[src/rtl/fp_adder_seq.sv]
// fp_adder_seq: multi-cycle adder for a 13-bit floating-point format.
// Each value is a sign bit, a 4-bit exponent and an 8-bit fraction, and it
// means 0.frac * 2^exp. A nonzero value is normalized (frac[7]=1). Zero is
// frac=0; a zero result is always produced as sign=0 and exp=0.
// Alignment and normalization each shift one bit per clock, so the block
// needs no barrel shifter.
//
// Ports:
//   clk                   system clock, rising edge
//   reset_n               asynchronous active-low reset
//   start                 request; sampled only while ready=1
//   sign1/exp1/frac1      operand A
//   sign2/exp2/frac2      operand B
//   ready                 high in IDLE; a start is accepted
//   done                  one-cycle pulse while the result is valid
//   sign_out/exp_out/frac_out  result; held until the next done
//   overflow              result saturated; valid with done, held until the next done
module fp_adder_seq (
  input  logic       clk,
  input  logic       reset_n,
  input  logic       start,
  input  logic       sign1,
  input  logic [3:0] exp1,
  input  logic [7:0] frac1,
  input  logic       sign2,
  input  logic [3:0] exp2,
  input  logic [7:0] frac2,
  output logic       ready,
  output logic       done,
  output logic       sign_out,
  output logic [3:0] exp_out,
  output logic [7:0] frac_out,
  output logic       overflow
);

  typedef enum logic [2:0] {IDLE, ALIGN, ADD, NORM, DONE} state_e;

  state_e     state_q, state_d;
  logic       sb_q, sb_d, ss_q, ss_d;           // big / small operand signs
  logic [3:0] eb_q, eb_d, es_q, es_d;           // eb_q is also the result exponent
  logic [7:0] fb_q, fb_d, fs_q, fs_d;
  logic [8:0] sum_q, sum_d;                     // bit 8 holds the carry of the add
  logic       sign_out_q, sign_out_d;
  logic [3:0] exp_out_q, exp_out_d;
  logic [7:0] frac_out_q, frac_out_d;
  logic       overflow_q, overflow_d;

  logic [11:0] key_a, key_b;
  logic        a_wins;

  // A zero operand gets key 0, so it always orders as the small one.
  // On equal keys operand A is taken as big.
  assign key_a  = (frac1 == 8'd0) ? 12'd0 : {exp1, frac1};
  assign key_b  = (frac2 == 8'd0) ? 12'd0 : {exp2, frac2};
  assign a_wins = (key_a >= key_b);

  always_comb begin
    // NOTE: every signal written here gets its default first; a missing
    // assignment on one branch would otherwise infer a latch.
    state_d    = state_q;
    sb_d       = sb_q;
    eb_d       = eb_q;
    fb_d       = fb_q;
    ss_d       = ss_q;
    es_d       = es_q;
    fs_d       = fs_q;
    sum_d      = sum_q;
    sign_out_d = sign_out_q;
    exp_out_d  = exp_out_q;
    frac_out_d = frac_out_q;
    overflow_d = overflow_q;

    case (state_q)
      IDLE: begin
        if (start) begin
          if (a_wins) begin
            {sb_d, eb_d, fb_d} = {sign1, exp1, frac1};
            {ss_d, es_d, fs_d} = {sign2, exp2, frac2};
          end else begin
            {sb_d, eb_d, fb_d} = {sign2, exp2, frac2};
            {ss_d, es_d, fs_d} = {sign1, exp1, frac1};
          end
          state_d = ALIGN;
        end
      end

      ALIGN: begin
        // Bits shifted out of the small fraction are dropped (truncation).
        if ((es_q < eb_q) && (fs_q != 8'd0)) begin
          fs_d = fs_q >> 1;
          es_d = es_q + 4'd1;
        end else begin
          state_d = ADD;
        end
      end

      ADD: begin
        // The magnitude ordering guarantees fb >= fs, so the difference
        // never goes negative and the result sign is simply sb.
        if (sb_q == ss_q) sum_d = {1'b0, fb_q} + {1'b0, fs_q};
        else              sum_d = {1'b0, fb_q} - {1'b0, fs_q};
        state_d = NORM;
      end

      NORM: begin
        // The output registers are loaded on the way into DONE, so they
        // already hold the new result during the done pulse.
        if (sum_q == 9'd0) begin
          {sign_out_d, exp_out_d, frac_out_d, overflow_d} = '0;
          state_d = DONE;
        end else if (sum_q[8]) begin
          if (eb_q != 4'd15) begin
            {sign_out_d, exp_out_d, frac_out_d} = {sb_q, eb_q + 4'd1, sum_q[8:1]};
            overflow_d = 1'b0;
          end else begin
            {sign_out_d, exp_out_d, frac_out_d} = {sb_q, 4'd15, 8'hFF};
            overflow_d = 1'b1;
          end
          state_d = DONE;
        end else if (sum_q[7]) begin
          {sign_out_d, exp_out_d, frac_out_d} = {sb_q, eb_q, sum_q[7:0]};
          overflow_d = 1'b0;
          state_d    = DONE;
        end else if (eb_q != 4'd0) begin
          sum_d = sum_q << 1;
          eb_d  = eb_q - 4'd1;
        end else begin
          // The exponent cannot go below zero: flush to +0.
          {sign_out_d, exp_out_d, frac_out_d, overflow_d} = '0;
          state_d = DONE;
        end
      end

      DONE:    state_d = IDLE;
      default: state_d = IDLE;
    endcase
  end

  // NOTE: state registers use non-blocking assignments so that every flop
  // samples the values from before the edge, whatever the statement order.
  always_ff @(posedge clk or negedge reset_n) begin
    if (!reset_n) begin
      state_q    <= IDLE;
      sb_q       <= 1'b0;
      eb_q       <= 4'd0;
      fb_q       <= 8'd0;
      ss_q       <= 1'b0;
      es_q       <= 4'd0;
      fs_q       <= 8'd0;
      sum_q      <= 9'd0;
      sign_out_q <= 1'b0;
      exp_out_q  <= 4'd0;
      frac_out_q <= 8'd0;
      overflow_q <= 1'b0;
    end else begin
      state_q    <= state_d;
      sb_q       <= sb_d;
      eb_q       <= eb_d;
      fb_q       <= fb_d;
      ss_q       <= ss_d;
      es_q       <= es_d;
      fs_q       <= fs_d;
      sum_q      <= sum_d;
      sign_out_q <= sign_out_d;
      exp_out_q  <= exp_out_d;
      frac_out_q <= frac_out_d;
      overflow_q <= overflow_d;
    end
  end

  assign ready    = (state_q == IDLE);
  assign done     = (state_q == DONE);
  assign sign_out = sign_out_q;
  assign exp_out  = exp_out_q;
  assign frac_out = frac_out_q;
  assign overflow = overflow_q;

endmodule

[config.mk]
export PLATFORM = sky130hd
export DESIGN_NAME = fp_adder_seq
export DESIGN_NICKNAME = d
export VERILOG_FILES = /design/src/rtl/fp_adder_seq.sv
export SDC_FILE = /design/constraint.sdc
export NUM_CORES = 1
export LEC_CHECK = 0
export CORE_MARGIN = 1.5
export CORE_UTILIZATION = 51
export DETAILED_ROUTE_END_ITERATION = 8
export PLACE_DENSITY = 0.77
export SYNTH_ARGS = -nofsm -noshare
export SYNTH_HDL_FRONTEND = slang
export SYNTH_SLANG_ARGS = --single-unit
[constraint.sdc]
create_clock -name clk -period 2.6 [get_ports clk]
set_input_delay 0.52 -clock clk [delete_from_list [all_inputs] [get_ports clk]]
set_output_delay 0.52 -clock clk [all_outputs]
set_load 0.02 [all_outputs]
==> results of run 1 <==
-- worst register-to-register path, cell delays in order (launching register included) --
cell and delay, ps:
dfrtp_1 420, xnor2_2 280, mux2_4 350, ha_1 280
a21o_1 180, a21o_1 180, nand2_2 80, a21oi_1 80
or4_1 410, and3_1 170
-- sequential cells by signal, summed over array words and instances (netlist names) --
signal and count:
ss_q 1, sum_q 9, exp_out 4, fb_q 8, sb_q 1, fs_q 8
sign_out 1, es_q 4, frac_out 8, eb_q 4, state_q 3, overflow 1
-- cells by family (layout without fill, tap and decap cells) --
family	count (synthesis)	in the layout	share of synthesized area [%]
AO/OA/AOI/OAI	117	117	20.5
AND/OR/NAND/NOR	141	141	19.1
flip-flops	52	52	34.3
XOR/XNOR	12	12	2.77
adder cells (fa/ha/maj)	28	28	9.43
buffers and inverters	47	118	5.90
multiplexers	30	30	8.01
-- area by class of cell --
cell class              count  area, um^2  area share (%)
multi-input cells         328        2460            50.8
flip-flops and latches     52        1300            26.9
repair buffers             92         807            16.7
well taps                  99         124            2.56
clock buffers               6        72.6            1.50
inverters                  19        71.3            1.47
clock inverters             1        5.00           0.103
-- cell usage after synthesis (all sizes together) (3+ instances only) --
master  count
a21o        5
a21oi      30
a22o       10
a22oi       3
a31oi       7
and2        6
and3        3
buf         7
clkbuf     21
dfrtp      52
ha         27
inv        19
mux2        3
mux2i      27
nand2      51
nand2b      8
nand3       8
nand4       5
nor2       20
nor2b       3
nor3       13
nor4        7
o211ai      8
o21ai      32
o21bai      3
o31ai       8
or3         8
or4         3
xnor2       5
xor2        7
-- final timing paths --
path                                           end  slack, ps  cells past startpoint
hold reg to reg             exp_out[3]$_DFFE_PN0P_        480                      2
max in group asynchronous   state_q[2]$_DFFE_PN0P_       1840                      2
hold / removal             frac_out[4]$_DFFE_PN0P_        320                      2
setup reg to reg              sum_q[7]$_DFFE_PN0P_         80                      9
setup / recovery               es_q[2]$_DFFE_PN0P_        -20                     12
min in group clk            exp_out[3]$_DFFE_PN0P_        480                      2
-- layer usage --
metal / wire [um] / part of all wire (%) / track usage [%] / vias up
met1: 3940 / 45 / 28.8 / 1590
met4: 99 / 1.1 / 5.73 / 0
met5: 0 / 0 / 0 / -
met3: 236 / 2.7 / 2.77 / 8
met2: 4420 / 51 / 42.6 / 66
li1: - / - / - / 1686
-- through the flow --
stage	TNS, ps	util [%]	hold WS [ps]	worst slack [ps]
global route	-1440	67.0	378	-138
finish	-29.2	67.0	316	-20.1
global placement	-18050	63.1	462	-772
detailed placement	-19820	63.1	470	-852
floorplan	-2860	-	224	-138
CTS	-18.0	65.7	353	-18.0
-- where the power goes --
group / leakage, uW / switching [uW] / internal (uW) / total, uW
clock network: 0.0000410 / 256 / 184 / 440
logic: 0.00149 / 2340 / 2090 / 4430
registers: 0.000636 / 348 / 1190 / 1540
-- timing repair --
item,in CTS,in global routing
buffers inserted,0,4
pin swaps,20,8
cloned,1,0
endpoints found under the setup margin,27,29
gates resized for setup,78,24
==> impl_metrics.json, run 1 <==
{
  "worst_ir_drop_vdd_v": 0.000476,
  "cp.arrival_ps": 2830,
  "tritoncts": "done",
  "ys_warn_count": 0,
  "finClkSkew_ps": 9.35,
  "drive_above_1_share_pct": 22.7,
  "syn_inst": 427,
  "cts_buffers": 5,
  "drc": 0,
  "final-setup-viol-count": 2,
  "fmax_ghz": 0.382,
  "hold_viol_final": 0,
  "routed_wirelength_um": 8700,
  "io_pins": 45,
  "dominantRegCellSynth": "dfrtp_1",
  "synth_nets": 484,
  "fillers": 594,
  "ys_seq_elements": 52,
  "slew_headroom_pct": 56.7,
  "htree_num_levels": 2,
  "crit_buf_inv": 3,
  "maxCapViolCount": 0,
  "clk_latency_ps": 300,
  "core_um2": 7210,
  "post-dp-hpwl_um": 6590,
  "vias_per_cell": 5.61,
  "final_area_um2": 4840,
  "failed_checks": "setup timing",
  "first_pass_iters": 5,
  "n_antenna_cell": 0,
  "grt_pass1_vias": 3164,
  "status": "complete, but fails checks",
  "die_w_um": 89.2,
  "synthTopCellsByArea": "dfrtp_1 34%, ha_1 8.9%, mux2i_1 7.1%",
  "fp.dieH_um": 89.2,
  "path_cells": "clkdlybuf4s15_2 > nor4_4 > nand2_2 > buf_6 > nand2_2 > ha_4 > nand4_1 > a21oi_1 > or4_4 > buf_8 > mux2i_1 > a221oi_1",
  "fin_cells": 597,
  "crit_path_max_incr_delay_ps": 580,
  "rsz0062_at_grt": "true",
  "area_growth_pct": 27.5,
  "placed_area_um2": 4550,
  "synth_top_area_share_pct": 34.3,
  "postSynthAreaPerCell_um2": 8.88,
  "gp_congestion": 0.858,
  "post-route-period-util_pct": 101,
  "r2r_start": "ss_q$_DFFE_PN0P_",
  "cpMostUsedCell": "nand2_2",
  "synth-edff-count": 0,
  "gr-total-overflow": 0,
  "dp_cells": 585,
  "cts.clk_slew.worst_paths_ps": 90,
  "async_flop_share_pct": 100,
  "most-common-layout-cells": "52 x dfrtp_1, 44 x nand2_1, 43 x buf_4, 27 x clkdlybuf4s50_1",
  "path_max_fanout": 5,
  "hold_path.class": "in2async",
  "cts.sinks": 52,
  "period_needed_ps": 2620,
  "p_per_area_nw_per_um2": 1330,
  "grt_pass1_wl_um": 14500,
  "fin_ws_ps": -20.1,
  "grt_max_degree": 53,
  "wl_per_cell_um": 14.6,
  "nets": 555,
  "leakage_uw": 0.00216,
  "yosysUniqueCellTypes": 59,
  "start_kind": "input port",
  "cp-end-kind": "register",
  "crit_type": "in2reg",
  "drt_iter0_markers": 120,
  "portBuffers": 44,
  "dieArea_um2": 7960,
  "num_rows": 31,
  "root_buffer": "clkbuf_8",
  "hold_buffers": 0,
  "yosysTopAreaCell": "dfrtp_1",
  "final_common_cell": "dfrtp_1",
  "maxSlewViolCount": 0,
  "drtAntennaViolNets": 0,
  "clockBufferDepth": 2,
  "grt_use_total_pct": 23.2,
  "via_count": 3350,
  "critical_path.top_delay_family": "simple AND/OR/NAND/NOR gates",
  "critPathRequiredTime_ps": 2810,
  "setup.worst_path.start": "frac2[5]",
  "antenna_found_initial": 0,
  "tightest_slew_ps": 650,
  "start_util_pct": 52.6,
  "crit_slowest_cell": "or4_4",
  "syn_area_um2": 3790,
  "power_uw": 6410,
  "ys_seq_area_share_pct": 34.3
}
Power figures use the tool's default switching activity.
==> inputs of run 2 (changes only) <==
--- a/config.mk
+++ b/config.mk
@@ -7,6 +7,7 @@
 export LEC_CHECK = 0
 export CORE_MARGIN = 1.5
 export CORE_UTILIZATION = 51
+export CTS_CLUSTER_SIZE = 25
 export DETAILED_ROUTE_END_ITERATION = 8
 export PLACE_DENSITY = 0.77
 export SYNTH_ARGS = -nofsm -noshare
==> constraint.sdc (replaced) <==
create_clock -name clk -period 2.6 [get_ports clk]
set_input_delay 0.39 -clock clk [delete_from_list [all_inputs] [get_ports clk]]
set_output_delay 0.39 -clock clk [all_outputs]
set_load 0.02 [all_outputs]
==> run 2 against run 1 <==
The flow now finishes without violations. Flip-flop and latch count did not move. Global-route usage is 0.84 points lower. Combinational power down 3%. Clock power is 6.6% higher. Largest power group unchanged.
==> impl_metrics.json, run 2 (synthesis results as in run 1) <==
{
  "status": "finished clean",
  "vias_per_cell": 5.53,
  "drt_iter0_markers": 126,
  "clk_latency_ps": 300,
  "start_kind": "register",
  "nets": 555,
  "hold_buffers": 0,
  "r2r_cells": 10,
  "post-route-period-util_pct": 98.9,
  "final_area_um2": 4740,
  "maxCapViolCount": 0,
  "cp-end-kind": "register",
  "drive_above_1_share_pct": 20.6,
  "hold_viol_final": 0,
  "rsz0062_at_grt": "true",
  "antenna_found_initial": 0,
  "final-setup-viol-count": 0,
  "drc": 0,
  "grt_max_degree": 53,
  "tightest_slew_ps": 762,
  "gp_congestion": 0.814,
  "n_antenna_cell": 0,
  "grt_pass1_wl_um": 14000,
  "wl_per_cell_um": 14.4,
  "root_buffer": "clkbuf_8",
  "worst_ir_drop_vdd_v": 0.000477,
  "leakage_uw": 0.00215,
  "fillers": 631,
  "most-common-layout-cells": "52 x dfrtp_1, 44 x nand2_1, 43 x buf_4, 27 x mux2i_1, 27 x clkdlybuf4s50_1",
  "placed_area_um2": 4540,
  "routed_wirelength_um": 8600,
  "grt_pass1_vias": 3095,
  "grt_use_total_pct": 22.3,
  "finClkSkew_ps": 7.31,
  "drtAntennaViolNets": 0,
  "critPathRequiredTime_ps": 2790,
  "portBuffers": 44,
  "fp.dieH_um": 89.2,
  "fmax_ghz": 0.389,
  "holdWs_ps": 187,
  "cts.sinks": 52,
  "area_growth_pct": 24.9,
  "htree_num_levels": 2,
  "hold_path.class": "in2async",
  "period_needed_ps": 2570,
  "cp.arrival_ps": 2760,
  "p_per_area_nw_per_um2": 1340,
  "regMostFlops": "sum_q",
  "final_common_cell": "dfrtp_1",
  "slew_headroom_pct": 49.2,
  "tritoncts": "done",
  "num_rows": 31,
  "clockBufferDepth": 2,
  "cts_buffers": 5,
  "cts.clk_slew.worst_paths_ps": 90,
  "dieArea_um2": 7960,
  "io_pins": 45,
  "via_count": 3305,
  "gr-total-overflow": 0,
  "first_pass_iters": 4,
  "largest_register_ffs": 9,
  "path_max_fanout": 7,
  "maxSlewViolCount": 0,
  "die_w_um": 89.2,
  "post-dp-hpwl_um": 6640,
  "start_util_pct": 52.6,
  "core_um2": 7210,
  "crit_type": "reg2reg"
}
==> run 2: cell types whose count changed in the layout (fill, tap and decap cells not counted), moves of 3 or more <==
| cell | change |
|---|---|
| buf_8 | -3 |
| mux2i_2 | -5 |
| buf_6 | +3 |
| buf_2 | -6 |
| mux2i_1 | +6 |
| clkbuf_2 | +8 |
==> run 2: worst paths after layout <==
kind | start | endpoint | slack, ps
min in group clk | frac1[0] | fb_q[0]$_DFFE_PN0P_ | 480
min | reset_n | frac_out[1]$_DFFE_PN0P_ | 190
max in group asynchronous | reset_n | exp_out[2]$_DFFE_PN0P_ | 1960
min reg2reg | frac_out[7]$_DFFE_PN0P_ | frac_out[7]$_DFFE_PN0P_ | 480
max | sb_q$_DFFE_PN0P_ | sum_q[7]$_DFFE_PN0P_ | 30
max reg2reg | sb_q$_DFFE_PN0P_ | sum_q[7]$_DFFE_PN0P_ | 30
==> run 2: layer usage <==
layer	wire (um)	global-route usage [%]
met1	3890	27.7
met2	4290	41.4
met3	309	2.12
met4	107	5.87
met5	0	0
==> run 2: critical path: stages, from the launching register on <==
cell	delay, ps
dfrtp_1	420
xnor2_2	280
buf_6	170
a21oi_2	50
xor2_1	150
ha_1	340
or2_4	270
a21oi_2	140
a21oi_1	70
or4_1	410
and3_1	180
==> run 2: power breakdown <==
group | leakage [uW] | switching (uW) | total [uW] | internal (uW)
combinational | 0.00147 | 2290 | 4290 | 2000
clock | 0.0000455 | 251 | 469 | 218
sequential | 0.000636 | 383 | 1570 | 1190
total | 0.00215 | 2930 | 6330 | 3410
==> run 2: area by class of cell <==
cell class / instances / area, um^2 / share of cell area (%)
inverters: 19 / 71.3 / 1.50
well taps: 99 / 124 / 2.61
clock buffers: 8 / 90.1 / 1.90
repair buffers: 92 / 768 / 16.2
flip-flops and latches: 52 / 1300 / 27.5
multi-input cells: 328 / 2380 / 50.3
==> run 2: what timing repair did <==
action                     CTS  global route
gates cloned                 0             0
gates resized for setup     34            45
setup buffers                4             2
pin swaps                   15            17
setup endpoints to repair   27            29
==> run 2: stage by stage <==
stage | util [%] | setup TNS [ps] | total power, uW | std cells | setup slack [ps]
after floorplan | - | -118 | 4630 | 427 | -8.13
after global placement | 63.0 | -14820 | 5520 | 584 | -627
after detailed placement | 63.0 | -16290 | 5680 | 584 | -725
after CTS | 65.4 | -0.506 | 6210 | 596 | -0.506
after global routing | 65.7 | -244 | 6960 | 598 | -59.8
final | 65.7 | 0 | 6330 | 598 | 28.0
==> inputs of run 3 (changes only) <==
--- a/config.mk
+++ b/config.mk
@@ -5,6 +5,7 @@
 export SDC_FILE = /design/constraint.sdc
 export NUM_CORES = 1
 export LEC_CHECK = 0
+export CORE_ASPECT_RATIO = 0.7
 export CORE_MARGIN = 1.5
 export CORE_UTILIZATION = 51
 export CTS_CLUSTER_SIZE = 25
==> run 3 against run 2 <==
Routed wire length rose by 12%. Via count rose by 5.5%. Die area up 0.11%. Register-to-register slack improved by 30 ps. Fmax is 0.49% higher. Sequential power hardly changed. Power grew 4.2%. Final area is 2.7% higher. Worst setup slack better by 13 ps.
==> impl_metrics.json, run 3 (synthesis results as in run 1) <==
{
  "status": "finished clean",
  "drc": 0,
  "slew_headroom_pct": 65.1,
  "first_pass_iters": 5,
  "vias_per_cell": 5.79,
  "setup_tns_ps": 0,
  "cts.sinks": 52,
  "gr-total-overflow": 0,
  "cp.arrival_ps": 2740,
  "cts.clk_slew.worst_paths_ps": 110,
  "drtAntennaViolNets": 0,
  "internal_power_uw": 3520,
  "hold_viol_final": 0,
  "num_rows": 26,
  "finClkSkew_ps": 20.2,
  "core_um2": 7250,
  "final_core_util_pct": 67.1,
  "dieArea_um2": 7970,
  "cts_buffers": 5,
  "hold_path.class": "in2async",
  "path_max_fanout": 4,
  "most-common-layout-cells": "50 x dfrtp_1, 50 x buf_4, 46 x nand2_1, 27 x clkdlybuf4s50_1, 26 x a21oi_1",
  "cp-end-kind": "register",
  "grt_use_total_pct": 24.3,
  "worst_ir_drop_vdd_v": 0.000693,
  "clockBufferDepth": 2,
  "sequentialPowerShare_pct": 23.7,
  "io_pins": 45,
  "path_cells": "clkdlybuf4s15_1 > nor4_2 > buf_4 > nand2_4 > nand2_4 > ha_4 > a21o_1 > a21oi_2 > nor2b_1 > or4_4 > buf_12 > mux2i_1 > a21oi_1",
  "critical_path.top_delay_family": "simple AND/OR/NAND/NOR gates",
  "critPathRequiredTime_ps": 2780,
  "start_kind": "input port",
  "area_growth_pct": 28.3,
  "antenna_found_initial": 0,
  "worst-r2r-setup-slack_ps": 60,
  "tritoncts": "done",
  "n_antenna_cell": 0,
  "p_comb_share_pct": 69.0,
  "fin_cells": 602,
  "clock_power_share_pct": 7.3,
  "nets": 560,
  "post-route-period-util_pct": 98.4,
  "via_count": 3486,
  "die_w_um": 106,
  "leakage_uw": 0.00219,
  "dp_cells": 589,
  "largest_register_ffs": 9,
  "drt_iter0_markers": 237,
  "start_util_pct": 52.3,
  "grt_max_degree": 29,
  "grt_pass1_wl_um": 15400,
  "period_needed_ps": 2560,
  "fmax_ghz": 0.391,
  "r2r_start": "ss_q$_DFFE_PN0P_",
  "root_buffer": "clkbuf_8",
  "gp_congestion": 0.820,
  "tightest_slew_ps": 521,
  "cpMostUsedCell": "nand2_4",
  "final-setup-viol-count": 0,
  "maxSlewViolCount": 0,
  "grt_pass1_vias": 3326,
  "portBuffers": 44,
  "crit_slowest_cell": "or4_4",
  "post-dp-hpwl_um": 7230,
  "regMostFlops": "sum_q",
  "htree_num_levels": 2,
  "setup.worst_path.start": "frac2[2]",
  "crit_type": "in2reg",
  "crit_buf_inv": 3,
  "maxCapViolCount": 0,
  "wl_per_cell_um": 16.0,
  "fp.dieH_um": 75.2,
  "rsz0062_at_grt": "true",
  "routed_wirelength_um": 9610,
  "clk_latency_ps": 310,
  "p_sw_uw": 3080,
  "drive_above_1_share_pct": 22.6,
  "fillers": 597,
  "switching_share_pct": 46.7,
  "p_per_area_nw_per_um2": 1360,
  "crit_path_max_incr_delay_ps": 540
}
-- run 3: final timing paths --
| path | cells after the start | endpoint |
|---|---|---|
| hold reg to reg | 1 | frac_out[7]$_DFFE_PN0P_ |
| setup / recovery | 13 | es_q[1]$_DFFE_PN0P_ |
| setup reg to reg | 9 | sum_q[7]$_DFFE_PN0P_ |
| min in group clk | 1 | frac_out[7]$_DFFE_PN0P_ |
| hold / removal | 2 | overflow$_DFFE_PN0P_ |
| max in group asynchronous | 3 | sum_q[0]$_DFFE_PN0P_ |
-- run 3: per-stage QoR --
stage               hold WS [ps]  total power, uW  setup WS, ps  instance area, um^2
global route                 492             7190         -82.7                 4870
detailed placement           284             5860          -781                 4590
global placement             271             5690          -701                 4590
floorplan                   94.4             4630         -8.13                 3820
finish                       467             6600          40.6                 4870
CTS                          469             6450          2.38                 4790
-- run 3: power by group through the flow --
| stage | clock network [uW] | logic, uW | registers [uW] |
|---|---|---|---|
| after CTS | 490 | 4410 | 1560 |
| after detailed placement | 0 | 4290 | 1560 |
| after global routing | 523 | 5050 | 1610 |
| final | 479 | 4560 | 1560 |
| after global placement | 0 | 4150 | 1540 |
| after floorplan | 0 | 3050 | 1580 |
-- run 3: what timing repair did --
action | CTS | global route
hold buffers | 1 | 0
gates cloned | 1 | 0
pin swaps | 16 | 23
setup endpoints to repair | 27 | 29
hold endpoints to repair | 10 | 0
buffers inserted | 1 | 3
resized for setup | 52 | 35
-- run 3: per-layer routing --
layer | vias to the layer above | GRT usage (%) | wire [um]
met3 | 10 | 3.72 | 544
met5 | - | 0 | 0
li1 | 1693 | - | -
met4 | 0 | 5.56 | 102
met1 | 1667 | 33.1 | 4340
met2 | 116 | 41.8 | 4620
-- run 3: layout make-up --
cell class	count	area [um^2]	share of cell area (%)
repair buffers	97	815	16.7
flip-flops and latches	52	1300	26.8
clock inverters	3	21.3	0.437
inverters	19	71.3	1.46
well taps	98	123	2.52
multi-input cells	328	2470	50.7
clock buffers	5	68.8	1.41
